`src/rtl/mc_cpu_pkg.sv`:
```
// Shared opcode/funct encodings, ALU operation and FSM state types for mc_cpu.
package mc_cpu_pkg;

  localparam logic [5:0] OP_RTYPE = 6'h00;
  localparam logic [5:0] OP_BEQ   = 6'h04;
  localparam logic [5:0] OP_BNE   = 6'h05;
  localparam logic [5:0] OP_ADDI  = 6'h08;
  localparam logic [5:0] OP_ANDI  = 6'h0C;
  localparam logic [5:0] OP_ORI   = 6'h0D;

  localparam logic [5:0] FN_SLL = 6'h00;
  localparam logic [5:0] FN_ADD = 6'h20;
  localparam logic [5:0] FN_SUB = 6'h22;
  localparam logic [5:0] FN_AND = 6'h24;
  localparam logic [5:0] FN_OR  = 6'h25;
  localparam logic [5:0] FN_XOR = 6'h26;
  localparam logic [5:0] FN_NOR = 6'h27;
  localparam logic [5:0] FN_SLT = 6'h2A;

  typedef enum logic [2:0] {ADD, SUB, AND, OR, XOR, NOR, SLT, SLL} alu_op_e;

  typedef enum logic [1:0] {FETCH, WAIT, EXEC, WB} state_e;

endpackage

```
`src/rtl/mc_regfile.sv`:
```
// Register file: two combinational read ports, one write port, r0 hardwired to zero.
module mc_regfile
  import mc_cpu_pkg::*;
#(
  parameter int DATA_W = 32,
  parameter int REG_N  = 32
) (
  input  logic                     CLK,
  input  logic                     RST,
  input  logic [$clog2(REG_N)-1:0] ra_i,
  input  logic [$clog2(REG_N)-1:0] rb_i,
  output logic [DATA_W-1:0]        rdata_a_o,
  output logic [DATA_W-1:0]        rdata_b_o,
  input  logic                     we_i,
  input  logic [$clog2(REG_N)-1:0] waddr_i,
  input  logic [DATA_W-1:0]        wdata_i
);

  logic [DATA_W-1:0] regs_q [REG_N];

  always_ff @(posedge CLK or posedge RST) begin
    if (RST) begin
      for (int i = 0; i < REG_N; i++) regs_q[i] <= '0;
    end else if (we_i && (waddr_i != '0)) begin
      regs_q[waddr_i] <= wdata_i;
    end
  end

  assign rdata_a_o = (ra_i == '0) ? '0 : regs_q[ra_i];
  assign rdata_b_o = (rb_i == '0) ? '0 : regs_q[rb_i];

endmodule

```
`src/rtl/mc_cpu.sv`:
```
// Multi-cycle MIPS-subset core (FETCH/WAIT/EXEC/WB). Define MC_CPU_BRANCH_EN to
// enable beq/bne; otherwise those opcodes are treated as illegal.
module mc_cpu
  import mc_cpu_pkg::*;
#(
  parameter int DATA_W = 32,
  parameter int ADDR_W = 8,
  parameter int REG_N  = 32
) (
  input  logic              CLK,
  input  logic              RST,
  output logic              imem_req,
  output logic [ADDR_W-1:0] imem_addr,
  input  logic              imem_valid,
  input  logic [31:0]       imem_rdata,
  output logic [ADDR_W-1:0] pc,
  output logic              retire,
  output logic [DATA_W-1:0] result,
  output logic              alu_of,
  output logic              alu_zf,
  output logic              illegal
);

  localparam int IDX_W = $clog2(REG_N);

  function automatic logic [DATA_W-1:0] ext_imm(input logic [15:0] imm, input logic sgn);
    logic [DATA_W-1:0] v;
    for (int i = 0; i < DATA_W; i++) v[i] = (i < 16) ? imm[i[3:0]] : (sgn & imm[15]);
    return v;
  endfunction

  function automatic logic [ADDR_W-1:0] br_off(input logic [15:0] imm);
    logic [31:0] w;
    w = {{14{imm[15]}}, imm, 2'b00};
    return w[ADDR_W-1:0];
  endfunction

  state_e            state_q, state_d;
  logic [ADDR_W-1:0] pc_q;
  logic [31:0]       ir_q;
  logic [DATA_W-1:0] result_q;
  logic              of_q, zf_q, ill_q, wen_q, taken_q;
  logic [IDX_W-1:0]  wdst_q;

  logic [5:0]        op, fn;
  logic [4:0]        shamt;
  logic [15:0]       imm;
  logic [IDX_W-1:0]  rs, rt, rd, dst;
  logic [DATA_W-1:0] rs_val, rt_val;
  alu_op_e           alu_op;
  logic              use_imm, imm_sgn, wr_en, legal, arith, is_br, br_ne;
  logic signed [DATA_W-1:0] opa, opb, alu_sum, alu_diff;
  logic [DATA_W-1:0] alu_res;
  logic              alu_ovf;

  assign op    = ir_q[31:26];
  assign rs    = ir_q[21 +: IDX_W];
  assign rt    = ir_q[16 +: IDX_W];
  assign rd    = ir_q[11 +: IDX_W];
  assign shamt = ir_q[10:6];
  assign fn    = ir_q[5:0];
  assign imm   = ir_q[15:0];

  mc_regfile #(.DATA_W(DATA_W), .REG_N(REG_N)) u_rf (
    .CLK      (CLK),
    .RST      (RST),
    .ra_i     (rs),
    .rb_i     (rt),
    .rdata_a_o(rs_val),
    .rdata_b_o(rt_val),
    .we_i     ((state_q == WB) && wen_q),
    .waddr_i  (wdst_q),
    .wdata_i  (result_q)
  );

  always_comb begin
    alu_op  = ADD;
    use_imm = 1'b0;
    imm_sgn = 1'b0;
    wr_en   = 1'b0;
    legal   = 1'b1;
    arith   = 1'b0;
    is_br   = 1'b0;
    br_ne   = 1'b0;
    dst     = rd;
    case (op)
      OP_RTYPE: begin
        wr_en = 1'b1;
        case (fn)
          FN_ADD:  begin alu_op = ADD; arith = 1'b1; end
          FN_SUB:  begin alu_op = SUB; arith = 1'b1; end
          FN_AND:  alu_op = AND;
          FN_OR:   alu_op = OR;
          FN_XOR:  alu_op = XOR;
          FN_NOR:  alu_op = NOR;
          FN_SLT:  alu_op = SLT;
          FN_SLL:  alu_op = SLL;
          default: begin legal = 1'b0; wr_en = 1'b0; end
        endcase
      end
      OP_ADDI: begin
        alu_op = ADD; use_imm = 1'b1; imm_sgn = 1'b1; arith = 1'b1; wr_en = 1'b1; dst = rt;
      end
      OP_ANDI: begin alu_op = AND; use_imm = 1'b1; wr_en = 1'b1; dst = rt; end
      OP_ORI:  begin alu_op = OR;  use_imm = 1'b1; wr_en = 1'b1; dst = rt; end
`ifdef MC_CPU_BRANCH_EN
      OP_BEQ, OP_BNE: begin alu_op = SUB; is_br = 1'b1; br_ne = op[0]; end
`endif
      default: legal = 1'b0;
    endcase
  end

  // ALU: overflow from sign of operands vs. sign of the DATA_W-bit result
  always_comb begin
    opa      = rs_val;
    opb      = use_imm ? ext_imm(imm, imm_sgn) : rt_val;
    alu_sum  = opa + opb;
    alu_diff = opa - opb;
    alu_res  = '0;
    alu_ovf  = 1'b0;
    case (alu_op)
      ADD: begin
        alu_res = alu_sum;
        alu_ovf = (opa[DATA_W-1] == opb[DATA_W-1]) && (alu_sum[DATA_W-1] != opa[DATA_W-1]);
      end
      SUB: begin
        alu_res = alu_diff;
        alu_ovf = (opa[DATA_W-1] != opb[DATA_W-1]) && (alu_diff[DATA_W-1] != opa[DATA_W-1]);
      end
      AND: alu_res = opa & opb;
      OR:  alu_res = opa | opb;
      XOR: alu_res = opa ^ opb;
      NOR: alu_res = ~(opa | opb);
      SLT: alu_res = DATA_W'(opa < opb);
      SLL: alu_res = (int'(shamt) >= DATA_W) ? '0 : DATA_W'(opb << shamt);
      default: alu_res = '0;
    endcase
  end

  always_comb begin
    state_d = state_q;
    case (state_q)
      FETCH:   state_d = WAIT;
      WAIT:    if (imem_valid) state_d = EXEC;
      EXEC:    state_d = WB;
      WB:      state_d = FETCH;
      default: state_d = FETCH;
    endcase
  end

  always_ff @(posedge CLK) begin
    if (state_q == WAIT && imem_valid) ir_q <= imem_rdata;
  end

  always_ff @(posedge CLK or posedge RST) begin
    if (RST) begin
      state_q  <= FETCH;
      pc_q     <= '0;
      result_q <= '0;
      of_q     <= 1'b0;
      zf_q     <= 1'b0;
      ill_q    <= 1'b0;
      wen_q    <= 1'b0;
      taken_q  <= 1'b0;
      wdst_q   <= '0;
    end else begin
      state_q <= state_d;
      if (state_q == EXEC) begin
        wdst_q <= dst;
        if (legal) begin
          result_q <= alu_res;
          zf_q     <= (alu_res == '0);
          if (arith) of_q <= alu_ovf;
          wen_q    <= wr_en && !(arith && alu_ovf);
          taken_q  <= is_br && ((alu_res == '0) != br_ne);
        end else begin
          ill_q   <= 1'b1;
          wen_q   <= 1'b0;
          taken_q <= 1'b0;
        end
      end
      if (state_q == WB)
        pc_q <= taken_q ? pc_q + ADDR_W'(4) + br_off(imm) : pc_q + ADDR_W'(4);
    end
  end

  // Request is gated by RST so it stays low while reset is held
  assign imem_req  = (state_q == FETCH) && !RST;
  assign imem_addr = pc_q;
  assign pc        = pc_q;
  assign retire    = (state_q == WB);
  assign result    = result_q;
  assign alu_of    = of_q;
  assign alu_zf    = zf_q;
  assign illegal   = ill_q;

endmodule

```
`config.mk`:
```
export PLATFORM = sky130hd
export DESIGN_NAME = mc_cpu
export DESIGN_NICKNAME = d
export VERILOG_FILES = /design/src/rtl/mc_cpu_pkg.sv /design/src/rtl/mc_regfile.sv /design/src/rtl/mc_cpu.sv
export SDC_FILE = /design/constraint.sdc
export NUM_CORES = 2
export LEC_CHECK = 0
export CORE_MARGIN = 5
export CORE_UTILIZATION = 47
export CTS_CLUSTER_SIZE = 8
export DETAILED_ROUTE_END_ITERATION = 16
export GPL_ROUTABILITY_DRIVEN = 0
export HOLD_SLACK_MARGIN = 0.08
export SLEW_MARGIN = 0
export SYNTH_ARGS = -nofsm -noshare
export SYNTH_HDL_FRONTEND = slang
export SYNTH_SLANG_ARGS = --single-unit
export TNS_END_PERCENT = 10
```
`constraint.sdc`:
```
create_clock -name CLK -period 36.2 [get_ports CLK]
set_clock_uncertainty 0.05 [all_clocks]
set_input_delay 7.24 -clock CLK [delete_from_list [all_inputs] [get_ports CLK]]
set_output_delay 7.24 -clock CLK [all_outputs]
set_load 0.03 [all_outputs]
```
; After elaboration in Yosys (flattened, before gate mapping)
; Cells that the tools add are included.
; W data, S select, Z words.
[totals]
ff_bits = 1107
inputBits = 35
output_inout_bits = 53
wordCells = 135
[op_classes]
n_addsub = 3
order_cmp = 5
n_eq_ne = 25
shift = 1
muxes = 26
bitwise = 9
n_reduce_logical = 25
[ops]
columns = cell, n
row1 = $bwmux W1024, 1
row2 = $bmux W32 S5, 2
row3 = $mux W32, 8
row4 = $pmux W32 S8, 1
row5 = $demux W32 S5, 1
row6 = $eq A6 B6 Y1 const B, 7
row7 = $add A32 B32 Y32, 1
row8 = $and A32 B32 Y32, 1
row9 = $logic_not A32 Y1, 1
row10 = $lt A32 B32 Y1, 1
row11 = $not A32 Y32, 1
row12 = $or A32 B32 Y32, 1
row13 = $shl A32 B5 Y32, 1
row14 = $sub A32 B32 Y32, 1
row15 = $xor A32 B32 Y32, 1
row16 = $pmux W3 S7, 1
row17 = $eq A6 B4 Y1 const B, 3
row18 = $ge A6 B6 Y1 const B, 3
row19 = $not A5 Y6, 3
row20 = $eq A3 B3 Y1 const B, 4
row21 = $logic_not A6 Y1, 2
row22 = $logic_not A5 Y1, 2
row23 = $logic_and A1 B1 Y1, 9
row24 = $pmux W3 S3, 1
row25 = 25 further kinds, 37

; Longest topological paths before layout
[logic_depth]
word_depth = 14
ltp_mapped = 31
mapped_depth_nobuf = 22

; Modules after synthesis
; From an unflattened synthesis, not the netlist that was laid out.
[hier_totals]
cells_unflattened = 5189
area_unflattened_um2 = 66166.0
[modules_own_cells]
columns = mod, instances, cells_each, area_each_um2, seq_area_each_um2
row1 = mc_regfile, 1, 3692, 54732.5, 25624.6
row2 = mc_cpu, 1, 1497, 11433.5, 2187.1

; Worst setup path before layout
; OpenSTA, ideal clock, no wires.
[synth_timing]
path_kind = in2out
startpoint = input RST
endpoint = output imem_req
arrival_ps = 7672
t_required_ps = 28910
slack_ps = 21238
path_stages = 1
path_buffers = 0
path_cell_list = nor2b_1
[synth_via]
elab_chain_len = 2
[synth_rtl]
columns = element, line_no
row1 = start: declaration, mc_cpu.sv:11  ; input logic RST,
row2 = $logic_not A1 Y1, mc_cpu.sv:188  ; assign imem_req = (state_q == FETCH) && !RST;
row3 = $logic_and A1 B1 Y1, mc_cpu.sv:188
row4 = end: declaration, mc_cpu.sv:12  ; output logic imem_req,
; No other way between the ends.

; Worst setup path in the final report
; Ends and elaborated chain as after synthesis.

==> impl_metrics.toml <==
[die]
initial_core_util = 0.472
coreArea_um2 = 139000
fp.dieArea_um2 = 147000
die_h_um = 384
ios = 88
rows = 137
fp.dieW_um = 384

[sta]
fmax_ghz = 0.0633
setup_ws_ns = 20.40
finalHoldWorstSlack_ns = 0.346
worst_pin_slew_ns = 1.33
post-route-min-period_ns = 15.80
rsz0062_at_grt = "no"
slew_violations = 0
setup_violations = 0
fin_tns_setup_ns = 0
finalHoldViolCount = 0
fin_crit_sh = 0.437
slew_headroom = 0.107

[global_route]
grt_pass1_wl_um = 337000
grt.busiest_layer = "met2"
use_met3 = 0.0765
grt-ovfl-total = 0
grt_usage = 0.313
grt_pass1_vias = 46700
met2_usage = 0.474
grt_start_max_net_pins = 152
grt_use_met1 = 0.436
antenna_found_initial = 10

[drt]
wl_per_cell_um = 33.8
dr.first_iter.drc_count = 5469
via_per_inst = 6.87
vias = 46900
drc_errors = 0
wl_um = 231000
dr.pass1.iters = 5
ant_nets = 0

[setup_path]
worstRegToRegCells = 22
timing.rr.end = "alu_zf"
startpoint_type = "input port"
end_kind = "primary output"
timing.rr.start = "ir_q[21]"
cp_max_fo = 2
worstPathArrival_ns = 8.51
worstSetupPathType = "input port to primary output"
cp.required_ns = 28.91
cp-startpoint = "RST"
reg2reg_slack_ns = 26.48
critPathCapture = "imem_req"

[power]
pwr_density_cell_nw_per_um2 = 57.7
leakagePower_nw = 32.7
switching_share = 0.353
p_clk_frac = 0.320
total_power_w = 0.00418
seq_power_share = 0.374
pwr-share-comb = 0.306
p_switching_w = 0.00147
intPower_w = 0.00271
peakVddDrop_v = 0.0000310

[synthesis]
post-synth-top-count-cell = "dfrtp_1"
ys_seq_area_frac = 0.423
synth_enable_flop_cells = 32
synth_top_area_cell = "dfrtp_1"
avgSynthCellArea_um2 = 13.1
synth_common_cells = "dfrtp_1 (1073), mux2_2 (1050), mux4_2 (498)"
synth_cells = 5007
async_flop_share = 0.971
ys_types = 116
synth-main-ff-cell = "dfrtp_1"
yosysTopAreaCellShare = 0.409
ys_warn_count = 0
syn_area_um2 = 65700
ys_ff_latch = 1105
synth.top_cells.by_area = "dfrtp_1 (41%), mux2_2 (18%), mux4_2 (17%)"

[place]
dpl.cell_count = 6629
dpl.hpwl_um = 138000
place_ws_ns = 20.39
port_buffers = 83

[clock_network]
cts_buffers = 156
cts.sinks = 1105
cts_tree = "built"
hold_buffers = 0
cts_max_path_buffers = 3
postCtsSetupRepairBufs = 0
h-tree-depth = 4
clk_pin_slew_worst_paths_ns = 0.05
clk_latency_ns = 0.80
cts-root-buf = "clkbuf_16"
cts_resized = 0

[hold_path]
hold_depth = 0
min_path_type = "flip-flop to flip-flop"

[final_layout]
register_area_um2 = 27800
drive_above_1_share = 0.404
instances_no_fill = 6823
syn_to_final_growth_pct = 10.3
fill_cells = 11900
multi_input_area_um2 = 35400
fin_nets = 5044

[status]
outcome = "finished clean"

[job]
max_cap_violations = 0
-- placed cells by master (no fill, tap or decap), types with 11 or more instances in the layout --
master / n
o211ai_1: 25
nand3_1: 43
clkbuf_16: 161
mux2_2: 1050
a22oi_1: 32
or3_1: 15
mux4_2: 498
a21oi_1: 131
nor4_1: 27
buf_4: 161
a211o_1: 15
nand2_1: 201
inv_1: 108
o21a_1: 16
nand3b_1: 11
o221ai_1: 39
a22o_1: 48
edfxtp_1: 32
nor2b_1: 17
nor3_1: 38
nand4_1: 22
a221oi_1: 25
o22ai_1: 44
dfrtp_1: 1073
nand2_2: 12
mux2i_1: 202
a21o_1: 20
o21ai_0: 114
nor2_1: 148
clkbuf_1: 16
clkdlybuf4s50_1: 83
a31oi_1: 21
and3_1: 14
and2_1: 18
a211oi_1: 39
o21bai_1: 12
nor2_4: 12
o31ai_1: 30
ha_1: 96
nand2b_1: 13
-- power by group through the flow --
stage          clock network, W  registers [W]  logic [W]
6_report                0.00134        0.00156    0.00128
5_1_grt                 0.00141        0.00158    0.00135
4_1_cts                 0.00136        0.00156    0.00127
3_5_place_dp                  0        0.00158    0.00126
3_3_place_gp                  0        0.00157    0.00125
2_1_floorplan                 0        0.00156   0.000839
-- worst min-delay path by stage --
stage	slack, ns	from	end
final	0.35	u_rf.regs_q[1005]	u_rf.regs_q[1005]
after global routing	0.35	u_rf.regs_q[996]	u_rf.regs_q[996]
after CTS	0.35	u_rf.regs_q[1021]	u_rf.regs_q[1021]
after detailed placement	0.33	u_rf.regs_q[1021]	u_rf.regs_q[1021]
after global placement	0.33	u_rf.regs_q[997]	u_rf.regs_q[997]
after floorplan	0.39	u_rf.regs_q[1004]	u_rf.regs_q[1004]
-- stage by stage --
| step | cell area (um2) | util |
|---|---|---|
| floorplan | 65700 | - |
| CTS | 72500 | 0.521 |
| global route | 72500 | 0.521 |
| global placement | 68200 | 0.490 |
| detailed placement | 68200 | 0.490 |
| finish | 72500 | 0.521 |
-- critical path: stages --
cell and delay, ns:
clkdlybuf4s50_1 0.46, nor2b_1 0.13, clkdlybuf4s50_1 0.68
-- layout make-up --
| cell class | instances | area share |
|---|---|---|
| multi-input cells | 3279 | 0.488 |
| flip-flops and latches | 1105 | 0.384 |
| clock buffers | 178 | 0.0566 |
| well taps | 1876 | 0.0324 |
| repair buffers | 253 | 0.0306 |
| inverters | 116 | 0.00606 |
| clock inverters | 10 | 0.00230 |
| diodes | 6 | 0.000207 |
-- sequential cells by signal, indices dropped and copies added (netlist names) --
signal and flops:
wdst_q 5, u_rf.regs_q 1024, wen_q 1, imem_addr 6
illegal 1, ir_q 32, alu_of 1, result 32
alu_zf 1, state_q 2
-- logic make-up after synthesis --
| group | Yosys count | synth area share |
|---|---|---|
| compound gates | 735 | 0.0797 |
| xor+xnor | 14 | 0.00187 |
| fa+ha+maj | 98 | 0.0189 |
| buf+inv | 626 | 0.0425 |
| flops | 1105 | 0.423 |
| mux | 1756 | 0.383 |
| other cells | 1 | 0.0000571 |
| simple gates | 672 | 0.0502 |
-- routing by layer --
metal | wire [um] | vias to the layer above | part of all wire
li1 | - | 19000 | -
met4 | 11300 | 2 | 0.049
met5 | 13 | - | 0.000056
met1 | 94900 | 24900 | 0.41
met2 | 104000 | 2418 | 0.45
met3 | 21000 | 586 | 0.091
Power figures use the tool's default switching activity.
